--- src/rtl/lsu_pkg.sv ---
// lsu_pkg: shared types and helpers for the LSU AXI-Lite master.
//   - access size encodings (SZ_BYTE / SZ_HALF / SZ_WORD, 2'b11 behaves as word)
//   - FSM state encoding
//   - byte-strobe and misalignment helpers
package lsu_pkg;

    localparam logic [1:0] SZ_BYTE = 2'b00;
    localparam logic [1:0] SZ_HALF = 2'b01;
    localparam logic [1:0] SZ_WORD = 2'b10;

    typedef enum logic [2:0] {
        ST_IDLE,
        ST_AW,
        ST_W,
        ST_B,
        ST_AR,
        ST_R
    } lsu_state_e;

    // Byte strobes for a store; half uses addr[1] only, so a halfword
    // store never straddles the word.
    function automatic logic [3:0] calc_wstrb(input logic [1:0] size, input logic [1:0] addr);
        case (size)
            SZ_BYTE: return 4'b0001 << addr;
            SZ_HALF: return 4'b0011 << {addr[1], 1'b0};
            default: return 4'b1111;
        endcase
    endfunction

    function automatic logic is_misaligned(input logic [1:0] size, input logic [1:0] addr);
        case (size)
            SZ_BYTE: return 1'b0;
            SZ_HALF: return addr[0];
            default: return addr != 2'b00;
        endcase
    endfunction

endpackage

--- src/rtl/lsu_load_align.sv ---
// lsu_load_align: combinational load-data lane select and extension.
//   rdata_in  - raw 32-bit word from the R channel
//   addr      - byte offset within the word
//   size      - access size (lsu_pkg encodings)
//   uns       - 1: zero-extend, 0: sign-extend
//   rdata_out - right-justified, extended result
module lsu_load_align
    import lsu_pkg::*;
(
    input  logic [31:0] rdata_in,
    input  logic [1:0]  addr,
    input  logic [1:0]  size,
    input  logic        uns,
    output logic [31:0] rdata_out
);

    logic [7:0]  byte_v;
    logic [15:0] half_v;

    always_comb begin
        case (addr)
            2'd0:    byte_v = rdata_in[7:0];
            2'd1:    byte_v = rdata_in[15:8];
            2'd2:    byte_v = rdata_in[23:16];
            default: byte_v = rdata_in[31:24];
        endcase
        half_v = addr[1] ? rdata_in[31:16] : rdata_in[15:0];

        case (size)
            SZ_BYTE: rdata_out = {{24{~uns & byte_v[7]}}, byte_v};
            SZ_HALF: rdata_out = {{16{~uns & half_v[15]}}, half_v};
            default: rdata_out = rdata_in;
        endcase
    end

endmodule

--- src/rtl/lsu_axi_lite_master.sv ---
// lsu_axi_lite_master: CPU load/store to AXI-Lite master bridge.
// One request at a time; stores run AW -> W -> B, loads run AR -> R.
// Ports:
//   clk, resetn (async, active-low)
//   i_req/i_we/i_size/i_unsigned/i_addr/i_wdata : request (sampled in IDLE)
//   o_rdata, o_done, o_busy, o_misalign          : completion side
//   o_axi_* / i_axi_*                            : AXI-Lite master channels
// Build option: LSU_MISALIGN_TRAP_EN - when defined, misaligned requests are
// rejected with o_done+o_misalign and no bus traffic; otherwise the address
// low bits are forced to the size alignment and o_misalign is tied 0.
module lsu_axi_lite_master
    import lsu_pkg::*;
#(
    parameter int ADDR_WIDTH = 32,
    parameter int DATA_WIDTH = 32
) (
    input  logic                  clk,
    input  logic                  resetn,
    input  logic                  i_req,
    input  logic                  i_we,
    input  logic [1:0]            i_size,
    input  logic                  i_unsigned,
    input  logic [ADDR_WIDTH-1:0] i_addr,
    input  logic [DATA_WIDTH-1:0] i_wdata,
    output logic [DATA_WIDTH-1:0] o_rdata,
    output logic                  o_done,
    output logic                  o_busy,
    output logic                  o_misalign,
    output logic [ADDR_WIDTH-1:0] o_axi_awaddr,
    output logic                  o_axi_awvalid,
    input  logic                  i_axi_awready,
    output logic [DATA_WIDTH-1:0] o_axi_wdata,
    output logic [3:0]            o_axi_wstrb,
    output logic                  o_axi_wvalid,
    input  logic                  i_axi_wready,
    input  logic                  i_axi_bvalid,
    output logic                  o_axi_bready,
    output logic [ADDR_WIDTH-1:0] o_axi_araddr,
    output logic                  o_axi_arvalid,
    input  logic                  i_axi_arready,
    input  logic [DATA_WIDTH-1:0] i_axi_rdata,
    input  logic                  i_axi_rvalid,
    output logic                  o_axi_rready
);

    lsu_state_e            state_q, state_d;
    logic [ADDR_WIDTH-1:0] addr_q, addr_d, al_addr;
    logic [1:0]            size_q, size_d;
    logic                  uns_q, uns_d;
    logic [DATA_WIDTH-1:0] wdata_q, wdata_d;
    logic [3:0]            wstrb_q, wstrb_d;
    logic [DATA_WIDTH-1:0] rdata_q, rdata_d;
    logic                  done_q, done_d;
    logic [31:0]           load_val;
`ifdef LSU_MISALIGN_TRAP_EN
    logic                  misalign_q, misalign_d;
`endif

    // Extraction uses the captured (aligned) address and size, which are
    // held for the whole read.
    lsu_load_align u_load_align (
        .rdata_in  (i_axi_rdata),
        .addr      (addr_q[1:0]),
        .size      (size_q),
        .uns       (uns_q),
        .rdata_out (load_val)
    );

    always_comb begin
        state_d = state_q;
        addr_d  = addr_q;
        size_d  = size_q;
        uns_d   = uns_q;
        wdata_d = wdata_q;
        wstrb_d = wstrb_q;
        rdata_d = rdata_q;
        done_d  = 1'b0;
`ifdef LSU_MISALIGN_TRAP_EN
        misalign_d = 1'b0;
`endif

        al_addr = i_addr;
        case (i_size)
            SZ_BYTE: ;
            SZ_HALF: al_addr[0]   = 1'b0;
            default: al_addr[1:0] = 2'b00;
        endcase

        case (state_q)
            ST_IDLE: begin
                if (i_req) begin
`ifdef LSU_MISALIGN_TRAP_EN
                    if (is_misaligned(i_size, i_addr[1:0])) begin
                        done_d     = 1'b1;
                        misalign_d = 1'b1;
                    end else
`endif
                    begin
                        addr_d  = al_addr;
                        size_d  = i_size;
                        uns_d   = i_unsigned;
                        wstrb_d = calc_wstrb(i_size, i_addr[1:0]);
                        case (i_size)
                            SZ_BYTE: wdata_d = {4{i_wdata[7:0]}};
                            SZ_HALF: wdata_d = {2{i_wdata[15:0]}};
                            default: wdata_d = i_wdata;
                        endcase
                        state_d = i_we ? ST_AW : ST_AR;
                    end
                end
            end
            ST_AW: if (i_axi_awready) state_d = ST_W;
            ST_W:  if (i_axi_wready)  state_d = ST_B;
            ST_B: begin
                if (i_axi_bvalid) begin
                    state_d = ST_IDLE;
                    done_d  = 1'b1;
                end
            end
            ST_AR: if (i_axi_arready) state_d = ST_R;
            ST_R: begin
                if (i_axi_rvalid) begin
                    state_d = ST_IDLE;
                    done_d  = 1'b1;
                    rdata_d = load_val;
                end
            end
            default: state_d = ST_IDLE;
        endcase
    end

    always_ff @(posedge clk or negedge resetn) begin
        if (!resetn) begin
            state_q <= ST_IDLE;
            addr_q  <= '0;
            size_q  <= SZ_BYTE;
            uns_q   <= 1'b0;
            wdata_q <= '0;
            wstrb_q <= '0;
            rdata_q <= '0;
            done_q  <= 1'b0;
`ifdef LSU_MISALIGN_TRAP_EN
            misalign_q <= 1'b0;
`endif
        end else begin
            state_q <= state_d;
            addr_q  <= addr_d;
            size_q  <= size_d;
            uns_q   <= uns_d;
            wdata_q <= wdata_d;
            wstrb_q <= wstrb_d;
            rdata_q <= rdata_d;
            done_q  <= done_d;
`ifdef LSU_MISALIGN_TRAP_EN
            misalign_q <= misalign_d;
`endif
        end
    end

    // Addresses come straight from the capture register so they stay put
    // for the whole transaction (the slave decodes araddr combinationally).
    assign o_axi_awaddr  = addr_q;
    assign o_axi_araddr  = addr_q;
    assign o_axi_wdata   = wdata_q;
    assign o_axi_wstrb   = wstrb_q;
    assign o_axi_awvalid = (state_q == ST_AW);
    assign o_axi_wvalid  = (state_q == ST_W);
    assign o_axi_bready  = (state_q == ST_B);
    assign o_axi_arvalid = (state_q == ST_AR);
    assign o_axi_rready  = (state_q == ST_R);
    assign o_busy        = (state_q != ST_IDLE);
    assign o_done        = done_q;
    assign o_rdata       = rdata_q;
`ifdef LSU_MISALIGN_TRAP_EN
    assign o_misalign    = misalign_q;
`else
    assign o_misalign    = 1'b0;
`endif

endmodule

--- config.mk ---
export PLATFORM = sky130hd
export DESIGN_NAME = lsu_axi_lite_master
export DESIGN_NICKNAME = d
export VERILOG_FILES = /design/src/rtl/lsu_pkg.sv /design/src/rtl/lsu_load_align.sv /design/src/rtl/lsu_axi_lite_master.sv
export SDC_FILE = /design/constraint.sdc
export NUM_CORES = 1
export LEC_CHECK = 0
export BUFFER_PORTS_ARGS = -buffer_cell sky130_fd_sc_hd__buf_2
export CAP_MARGIN = 0
export CORE_AREA = 3 3 116 118
export DETAILED_ROUTE_END_ITERATION = 7
export DIE_AREA = 0 0 119 121
export PLACE_DENSITY = 0.75
export SYNTH_ARGS = -nofsm -noshare
export SYNTH_HDL_FRONTEND = slang
export SYNTH_HIERARCHICAL = 1
export SYNTH_SLANG_ARGS = --single-unit
export TNS_END_PERCENT = 20
--- constraint.sdc ---
create_clock -name clk -period 6 [get_ports clk]
set_clock_uncertainty 0.05 [all_clocks]
set_input_delay 1.8 -clock clk [delete_from_list [all_inputs] [get_ports clk]]
set_output_delay 1.8 -clock clk [all_outputs]
set_load 0.005 [all_outputs]
==> metrics.yaml, run 1 <==
status: "finished, final reports clean"
p_leak_nw: 3.722
cts_tree: "built"
cts_resized: 0
crit_path_start_kind: "register"
clockBufferDepth: 2
end_kind: "primary output"
async_flop_share_pct: 100.0
fin_crit_sh_pct: 55.29
syn_to_final_growth_pct: 25.03
finalSetupViolCount: 0
ant_nets: 0
grt_max_degree: 82
drt_iter0_drc: 392
placed_area_um2: 6613
synth_top_family_by_area: "multiplexers"
max_stage_delay_ns: 0.88
r2r-end: "o_rdata[17]$_DFFE_PN0P_"
fin_hold_ws_ns: 0.4229
vias: 4722
die_height_um: 121
synth_area_um2: 5569
fin_cells: 929
design_area_um2: 6963
htreeDepth: 3
synth-edff-count: 0
antenna_found_initial: 1
reg2reg_depth: 4
die_w_um: 119
hold_path_class: "register to register"
critPathKind: "register to primary output"
synth_top_flop_cell: "dfrtp_1"
crit_fanout: 22
crit_slowest_cell: "dfrtp_1"
synthAdderAreaFrac_pct: 0
worstMarginPinSlew_ns: 0.9471
crit_required_ns: 4.15
finalMaxSlewViolations: 0
synth_nets: 669
ir_drop_uv: 253.4
worst_slew_margin_rel_pct: 36.73
clkSinkCount: 107
rrSetupSlack_ns: 3.63
clkTransAtPathRegs_ns: 0.07
hold_end: "o_axi_wdata[5]$_DFFE_PN0P_"
whs_path_depth: 2
dp_hpwl_mm: 10.61
synthSimpleGateAreaFrac_pct: 15.52
cp.arrival_ns: 1.47
dp_cells: 914
powerDensity_nw_per_um2: 503.0
synth.mux.area_fraction_pct: 16.06
grtUsageTotal_pct: 20.54
routed_wl_mm: 14.94
synthXorXnorAreaFrac_pct: 0
post_cts_buffers: 0
grt_pass1_vias: 4493
rsz0062_at_grt: "false"
cap_violations: 0
drc_errors: 0
avgSynthCellArea_um2: 9.927
portBuffers: 246
drive_gt1_share_pct: 43.33
synth_seq_cells: 107
fmax_mhz: 301.4
cp-startpoint: "o_axi_araddr[1]$_DFFE_PN0P_"
grt_pass1_wl_mm: 23.63
cts_hold_buffers: 0
fin_tns_setup_ns: 0
die_area_um2: 14400
gp_congestion: 0.8262
worstPathCellList: "buf_2"
boundaryPins: 248
num_rows: 41
root_buffer: "clkbuf_16"
clock_latency_ns: 0.35
path_delay_family: "flip-flops"
cts_made_buffers: 9
start_util_pct: 44.31
synthCells: 561
finalHoldViolCount: 0
synth_compound_area_share_pct: 11.50
synth_cell_type_count: 41
fin_crit_ns: 3.318
yosys_warnings: 6
nets: 861
r2r_start: "o_axi_araddr[1]$_DFFE_PN0P_"
grt_overflow: 0
vias_per_cell: 5.083
hp-start: "o_axi_wdata[5]$_DFFE_PN0P_"
fp.coreArea_um2: 12570
yosysSeqAreaShare_pct: 48.08
drt-pass1-iter-count: 4
wire_per_inst_um: 16.08
diodes: 0
worst-path-buf-inv: 1
-- area by class of cell --
cell class,count,area [um2]
Timing Repair Buffer,254,1294
Sequential cell,107,2678
Clock buffer,11,252.7
Multi-Input combinational cell,375,2404
Inverter,6,22.52
Fill cell,1159,5605
Clock inverter,4,97.59
Tap cell,172,215.2
-- Yosys cell counts, drive strengths merged, types with 2 or more instances --
master	number	area [um2]
mux2i	41	410.4
nor3	3	15.01
clkbuf	16	60.06
a21o	2	15.01
buf	57	405.4
o22a	7	61.31
o211ai	17	177.7
mux2	43	484.2
dfrtp	107	2678
nand3	2	10.01
nor2b	10	62.56
nor2	5	21.27
nand2	177	664.4
nor3b	2	15.01
o21ai	26	130.1
o31ai	2	20.02
a211oi	2	15.01
o221ai	8	70.07
or3	2	12.51
inv	5	18.77
a31oi	3	18.77
a22oi	9	67.56
and3b	2	17.52
-- cell families (layout without fill, tap and decap cells) --
group	after synthesis	after routing
buffers and inverters	79	275
AOI/OAI and AO/OA	83	83
muxes	84	84
other	1	1
DFF	107	107
and+or+nand+nor	207	207
-- cell usage in the layout (no fill, tap or decap), drive strengths merged, types with 3 or more instances in the layout --
master	instances
mux2	43
a22oi	9
clkbuf	11
mux2i	41
o211ai	17
o221ai	8
nor2b	10
nor2	5
nand2	177
dfrtp	107
o22a	7
a31oi	3
bufinv	3
buf	254
inv	5
o21ai	26
nor3	3
-- registers in the layout, summed over array words and instances, names as in the netlist --
| name | count |
|---|---|
| o_axi_wstrb | 4 |
| o_axi_wdata | 32 |
| o_axi_araddr | 32 |
| o_rdata | 32 |
| size_q | 2 |
| uns_q | 1 |
| state_q | 3 |
| o_done | 1 |
-- per-stage QoR --
stage	util, %	setup slack [ns]	power, mW
2_1_floorplan	-	2.868	2.309
3_3_place_gp	52.61	2.630	2.792
3_5_place_dp	52.61	2.623	2.836
4_1_cts	55.40	2.642	3.544
5_1_grt	55.40	2.565	3.773
6_report	55.40	2.682	3.502
-- power breakdown --
part / total (mW) / internal [mW] / switching, mW
registers: 1.32 / 1.07 / 0.250
clock network: 0.697 / 0.429 / 0.269
logic: 1.49 / 0.735 / 0.754
total: 3.50 / 2.23 / 1.27
-- worst max-delay path by stage --
stage	cells past startpoint	to	slack [ns]
2_1_floorplan	5	o_rdata[21]$_DFFE_PN0P_	2.87
3_3_place_gp	5	o_axi_wstrb[2]$_DFFE_PN0P_	2.63
3_5_place_dp	5	o_axi_wstrb[2]$_DFFE_PN0P_	2.62
4_1_cts	1	o_axi_araddr[1]	2.64
5_1_grt	1	o_axi_araddr[1]	2.56
6_report	1	o_axi_araddr[1]	2.68
-- per-layer routing --
metal | GRT usage, % | wire length (um) | up-vias | share of wire, %
met1 | 26.18 | 6146 | 2225 | 41
li1 | - | - | 2255 | -
met3 | 7.552 | 1422 | 17 | 9.5
met5 | 0 | 7 | - | 0.047
met2 | 33.63 | 7194 | 223 | 48
met4 | 4.417 | 171 | 2 | 1.1
Power figures use the tool's default switching activity.
==> run 2: changes to the inputs <==
- ABC_AREA: unset -> 1
- CORE_AREA: 3 3 116 118 -> 3 3 119 121
- DIE_AREA: 0 0 119 121 -> 0 0 122 124
- PLACE_DENSITY: 0.75 -> 0.76
- clock period: 6 -> 2.7 ns (I/O delays scaled with it)
==> run 2 against run 1 <==
Routed wire length grew 8.9%. Worst hold slack worse by 0.038 ns. Synthesized cell count increased by 28%. Worst setup slack worse by 2.2 ns. Via count up 15%. Largest cell class unchanged. Synthesized area increased by 1.6%. Combinational power rose by 130%. First-iteration DRC count is 7.1% lower. Flip-flop and latch count unchanged.
==> metrics.yaml, run 2 <==
status: "finished, final reports clean"
synth_nets: 825
max_stage_delay_ns: 0.48
root_buffer: "clkbuf_16"
post_cts_buffers: 0
wire_per_inst_um: 14.90
num_rows: 42
finalMaxSlewViolations: 0
htreeDepth: 3
worst-path-buf-inv: 3
rrSetupSlack_ns: 0.83
crit_path_start_kind: "register"
synth_top_area_cell: "dfrtp_1"
clockPowerShare_pct: 17.5
hold_path_class: "primary input to async pin"
r2r_start: "state_q[0]$_DFFE_PN0P_"
die_w_um: 122
total_power_mw: 7.759
cts_tree: "built"
portBuffers: 246
routed_wl_mm: 16.27
grtUsageTotal_pct: 21.09
cts_hold_buffers: 0
fp.coreArea_um2: 13190
drt_iter0_drc: 364
clkTransAtPathRegs_ns: 0.07
synth_area_um2: 5660
clock_latency_ns: 0.34
synth_top_flop_cell: "dfrtp_1"
r2r-end: "o_rdata[23]$_DFFE_PN0P_"
worst_slew_margin_rel_pct: 61.42
fin_cells: 1092
cp-startpoint: "state_q[0]$_DFFE_PN0P_"
drc_errors: 0
path_delay_family: "flip-flops"
critPathKind: "register to primary output"
drive_gt1_share_pct: 34.06
swShare_pct: 40.96
fin_ws_ns: 0.5082
final_common_cell: "nand2_1"
worstMarginPinSlew_ns: 0.5749
clockBufferDepth: 2
powerDensity_nw_per_um2: 1111
synth-edff-count: 0
synth_top_area_share_pct: 47.30
fin_crit_ns: 2.192
placed_area_um2: 6684
worstPathCellList: "inv_2, nor2_2, nand2_2, inv_4, buf_2"
grt_pass1_wl_mm: 25.06
p_int_mw: 4.581
start_util_pct: 42.91
vias: 5417
dp_hpwl_mm: 11.90
gp_congestion: 0.8630
seqPwrFrac_pct: 37.4
fill_cells: 1335
finalHoldViolCount: 0
ant_nets: 0
fmax_mhz: 456.2
path_depth: 5
ir_drop_uv: 505.1
post_synth_most_frequent_cells: "331 x nand2_1, 107 x dfrtp_1, 52 x nand3_1"
switchingPower_mw: 3.178
cp.arrival_ns: 1.33
yosysMostFrequentCell: "nand2_1"
rsz0062_at_grt: "false"
final_cell_mix: "331 x nand2_1, 245 x buf_2, 107 x dfrtp_1, 52 x nand3_1, 27 x o21ai_0"
finalSetupViolCount: 0
yosys-top-cells-area: "dfrtp_1 47%, nand2_1 22%, buf_4 4.8%"
crit_slowest_cell: "dfrtp_1"
cap_violations: 0
diodes: 0
crit_fanout: 5
dp_cells: 1077
avgSynthCellArea_um2: 7.895
yosysSeqAreaShare_pct: 47.30
vias_per_cell: 4.961
pwr-share-comb_pct: 45.1
reg2reg_depth: 8
cts_resized: 0
yosys_warnings: 6
fin_tns_setup_ns: 0
synth_cell_type_count: 33
p_leak_nw: 4.144
nets: 1020
crit_path_end: "o_axi_rready"
drt-pass1-iter-count: 5
fin_crit_sh_pct: 81.18
grt_overflow: 0
die_height_um: 124
seqCellArea_um2: 2678
dp_slack_ns: 0.4511
synthCells: 717
cts_made_buffers: 9
die_area_um2: 15130
clkSinkCount: 107
design_area_um2: 6985
boundaryPins: 248
multi_input_area_um2: 2326
async_flop_share_pct: 100.0
antenna_found_initial: 0
end_kind: "primary output"
grt_pass1_vias: 5025
grt_max_degree: 88
synth_seq_cells: 107
crit_required_ns: 1.84
syn_to_final_growth_pct: 23.41
## run 2: cell types whose count changed in the layout (fill, tap and decap cells not counted), moves of 16 or more
cell     change
nand3_1     +50
inv_1       +16
nand3_2     +22
nand2_1    +154
a21oi_1     +22
mux2i_1     -41
mux2_2      -43
## run 2: how the worst min path moves through the flow
stage / start / to / cells after the start
6_report: resetn / o_rdata[6]$_DFFE_PN0P_ / 1
2_1_floorplan: uns_q$_DFFE_PN0P_ / uns_q$_DFFE_PN0P_ / 2
5_1_grt: resetn / o_rdata[6]$_DFFE_PN0P_ / 1
3_5_place_dp: o_rdata[12]$_DFFE_PN0P_ / o_rdata[12]$_DFFE_PN0P_ / 2
3_3_place_gp: o_rdata[18]$_DFFE_PN0P_ / o_rdata[18]$_DFFE_PN0P_ / 2
4_1_cts: resetn / o_rdata[14]$_DFFE_PN0P_ / 1
## run 2: kinds of logic (layout without fill, tap and decap cells)
group                  after synthesis  in the layout  synth area share [%]
AND/OR/NAND/NOR                    434            434                 33.78
flip-flops                         107            107                 47.30
buffers and inverters              101            300                 11.60
AO/OA/AOI/OAI                       74             74                 7.250
other                                1              1               0.06625
## run 2: cell type report
cell class | count | share of cell area, %
sequential | 107 | 38.33
multi-input combinational | 509 | 33.30
timing repair buffer | 256 | 19.27
clock buffer | 10 | 3.421
tap | 176 | 3.152
inverter | 29 | 1.630
clock inverter | 5 | 0.8956
## run 2: per-stage QoR
stage          hold slack (ns)  utilization, %
2_1_floorplan           0.3988               -
3_3_place_gp            0.3985           50.67
3_5_place_dp            0.4041           50.67
4_1_cts                 0.3935           52.96
5_1_grt                 0.4115           52.96
6_report                0.3851           52.96
## run 2: worst reg2reg max path, stage by stage (launching register included)
cell and delay (ns):
dfrtp_1 0.48, inv_2 0.08, nor2_2 0.15, nand2_2 0.08, inv_4 0.08, buf_4 0.33
nand2_4 0.30, nand2_1 0.14, nand2_1 0.07
## run 2: power groups by stage
stage          logic [mW]  clock network (mW)  registers (mW)
2_1_floorplan        2.40                   0            2.90
5_1_grt              3.98                1.44            3.01
6_report             3.50                1.35            2.90
4_1_cts              3.55                1.39            2.91
3_5_place_dp         3.56                   0            2.90
3_3_place_gp         3.46                   0            2.90
## run 2: per-layer routing
layer / track usage, % / share of wire (%)
met2: 35.81 / 49
met1: 26.79 / 40
met3: 4.269 / 8.8
met5: 0 / 0
met4: 7.773 / 1.8
==> run 3: changes to the inputs <==
- clock period: 2.7 -> 1.9 ns (I/O delays scaled with it)
==> run 3 against run 2 <==
Clock power is 35% higher. Utilization grew 0.61 points. First-iteration DRC count up 11%. Highest routed layer unchanged.
==> metrics.yaml, run 3 (same netlist as run 2, synthesis figures left out) <==
grt_pass1_wl_mm: 24.78
critPathKind: "register to primary output"
clockBufferDepth: 2
cp.arrival_ns: 1.25
boundaryPins: 248
antenna_found_initial: 0
portBuffers: 246
fin_crit_ns: 1.865
drive_gt1_share_pct: 35.21
finalSetupViolCount: 0
grtUsageTotal_pct: 20.97
p_leak_nw: 4.183
die_w_um: 122
clkTransAtPathRegs_ns: 0.07
fin_tns_setup_ns: 0
cts_hold_buffers: 0
grt_overflow: 0
dp_hpwl_mm: 11.94
grt_max_degree: 70
fin_cells: 1102
crit_path_start_kind: "register"
gp_congestion: 0.8406
cts_made_buffers: 9
end_kind: "primary output"
dp_slack_ns: 0.1510
rsz0062_at_grt: "true"
fin_ws_ns: 0.03472
vias_per_cell: 4.862
finalMaxSlewViolations: 0
crit_required_ns: 1.28
final_cell_mix: "331 x nand2_1, 245 x buf_2, 104 x dfrtp_1, 51 x nand3_1, 27 x o21ai_0"
start_util_pct: 42.91
routed_wl_mm: 16.34
dp_cells: 1082
drt_iter0_drc: 403
ir_drop_uv: 652.4
nets: 1029
total_power_mw: 11.06
num_rows: 42
cts_tree: "built"
crit_fanout: 5
fin_crit_sh_pct: 98.17
cap_violations: 0
clock_latency_ns: 0.35
grt_pass1_vias: 4863
fmax_mhz: 536.1
htreeDepth: 3
rrSetupSlack_ns: 0.21
diodes: 0
fp.coreArea_um2: 13190
die_height_um: 124
ant_nets: 0
finalHoldViolCount: 0
clkSinkCount: 107
root_buffer: "clkbuf_16"
fin_hold_ws_ns: 0.1573
hold_path_class: "primary input to async pin"
drt-pass1-iter-count: 5
wire_per_inst_um: 14.83
syn_to_final_growth_pct: 24.82
vias: 5358
status: "finished, final reports clean"
die_area_um2: 15130
powerDensity_nw_per_um2: 1565
final_common_cell: "nand2_1"
drc_errors: 0
run 3: cell count changes in the layout (fill, tap and decap cells not counted), sizes merged:
cell,delta
buf,+9
bufinv,-1
clkinv,+1
inv,+1
run 3: final cells by class:
type                            instances  area (um2)
Fill cell                            1278        6125
Sequential cell                       107        2681
Multi-Input combinational cell        509        2336
Tap cell                              176       220.2
Timing Repair Buffer                  265        1426
Inverter                               29       116.4
Clock inverter                          6       46.29
Clock buffer                           10       239.0
run 3: metal layers:
layer	share of wire, %	vias to the layer above	wire, um	global-route usage, %
met5	0	-	0	0
met4	1.4	0	226	6.092
met1	40	2485	6550	26.70
met3	8.9	15	1462	5.813
met2	50	212	8100	35.15
li1	-	2646	-	-
run 3: path summary, 6_finish.rpt:
path,startpoint,end,cells past startpoint
setup / recovery,state_q[0]$_DFFE_PN0P_,o_axi_rready,5
hold / removal,resetn,o_rdata[2]$_DFFE_PN0P_,2
setup reg to reg,o_axi_araddr[1]$_DFFE_PN0P_,o_rdata[29]$_DFFE_PN0P_,8
hold reg to reg,o_rdata[18]$_DFFE_PN0P_,o_rdata[18]$_DFFE_PN0P_,2
max in group asynchronous,resetn,o_axi_wstrb[1]$_DFFE_PN0P_,2
min in group clk,i_addr[5],o_axi_araddr[5]$_DFFE_PN0P_,3
run 3: power breakdown:
group / total (mW) / internal (mW) / switching (mW)
sequential: 4.10 / 3.35 / 0.750
combinational: 5.14 / 2.21 / 2.92
clock: 1.82 / 0.936 / 0.885
run 3: repair_timing:
item / 4_1_cts / 5_1_grt
buffers inserted: 2 / 2
endpoints found under the setup margin: 3 / 5
pin swaps: 0 / 0
gates resized for setup: 5 / 1
run 3: worst max-delay path: stages, from the launching register on:
cell and delay, ns:
dfrtp_2 0.43, inv_2 0.08, nor2_4 0.11, nand2_2 0.09
inv_6 0.07, buf_2 0.11
run 3: metrics by stage:
step,cell area (um2),util [%]
after global routing,7066,53.57
after global placement,6734,51.05
after CTS,7046,53.41
after detailed placement,6734,51.05
final,7066,53.57
after floorplan,5660,-
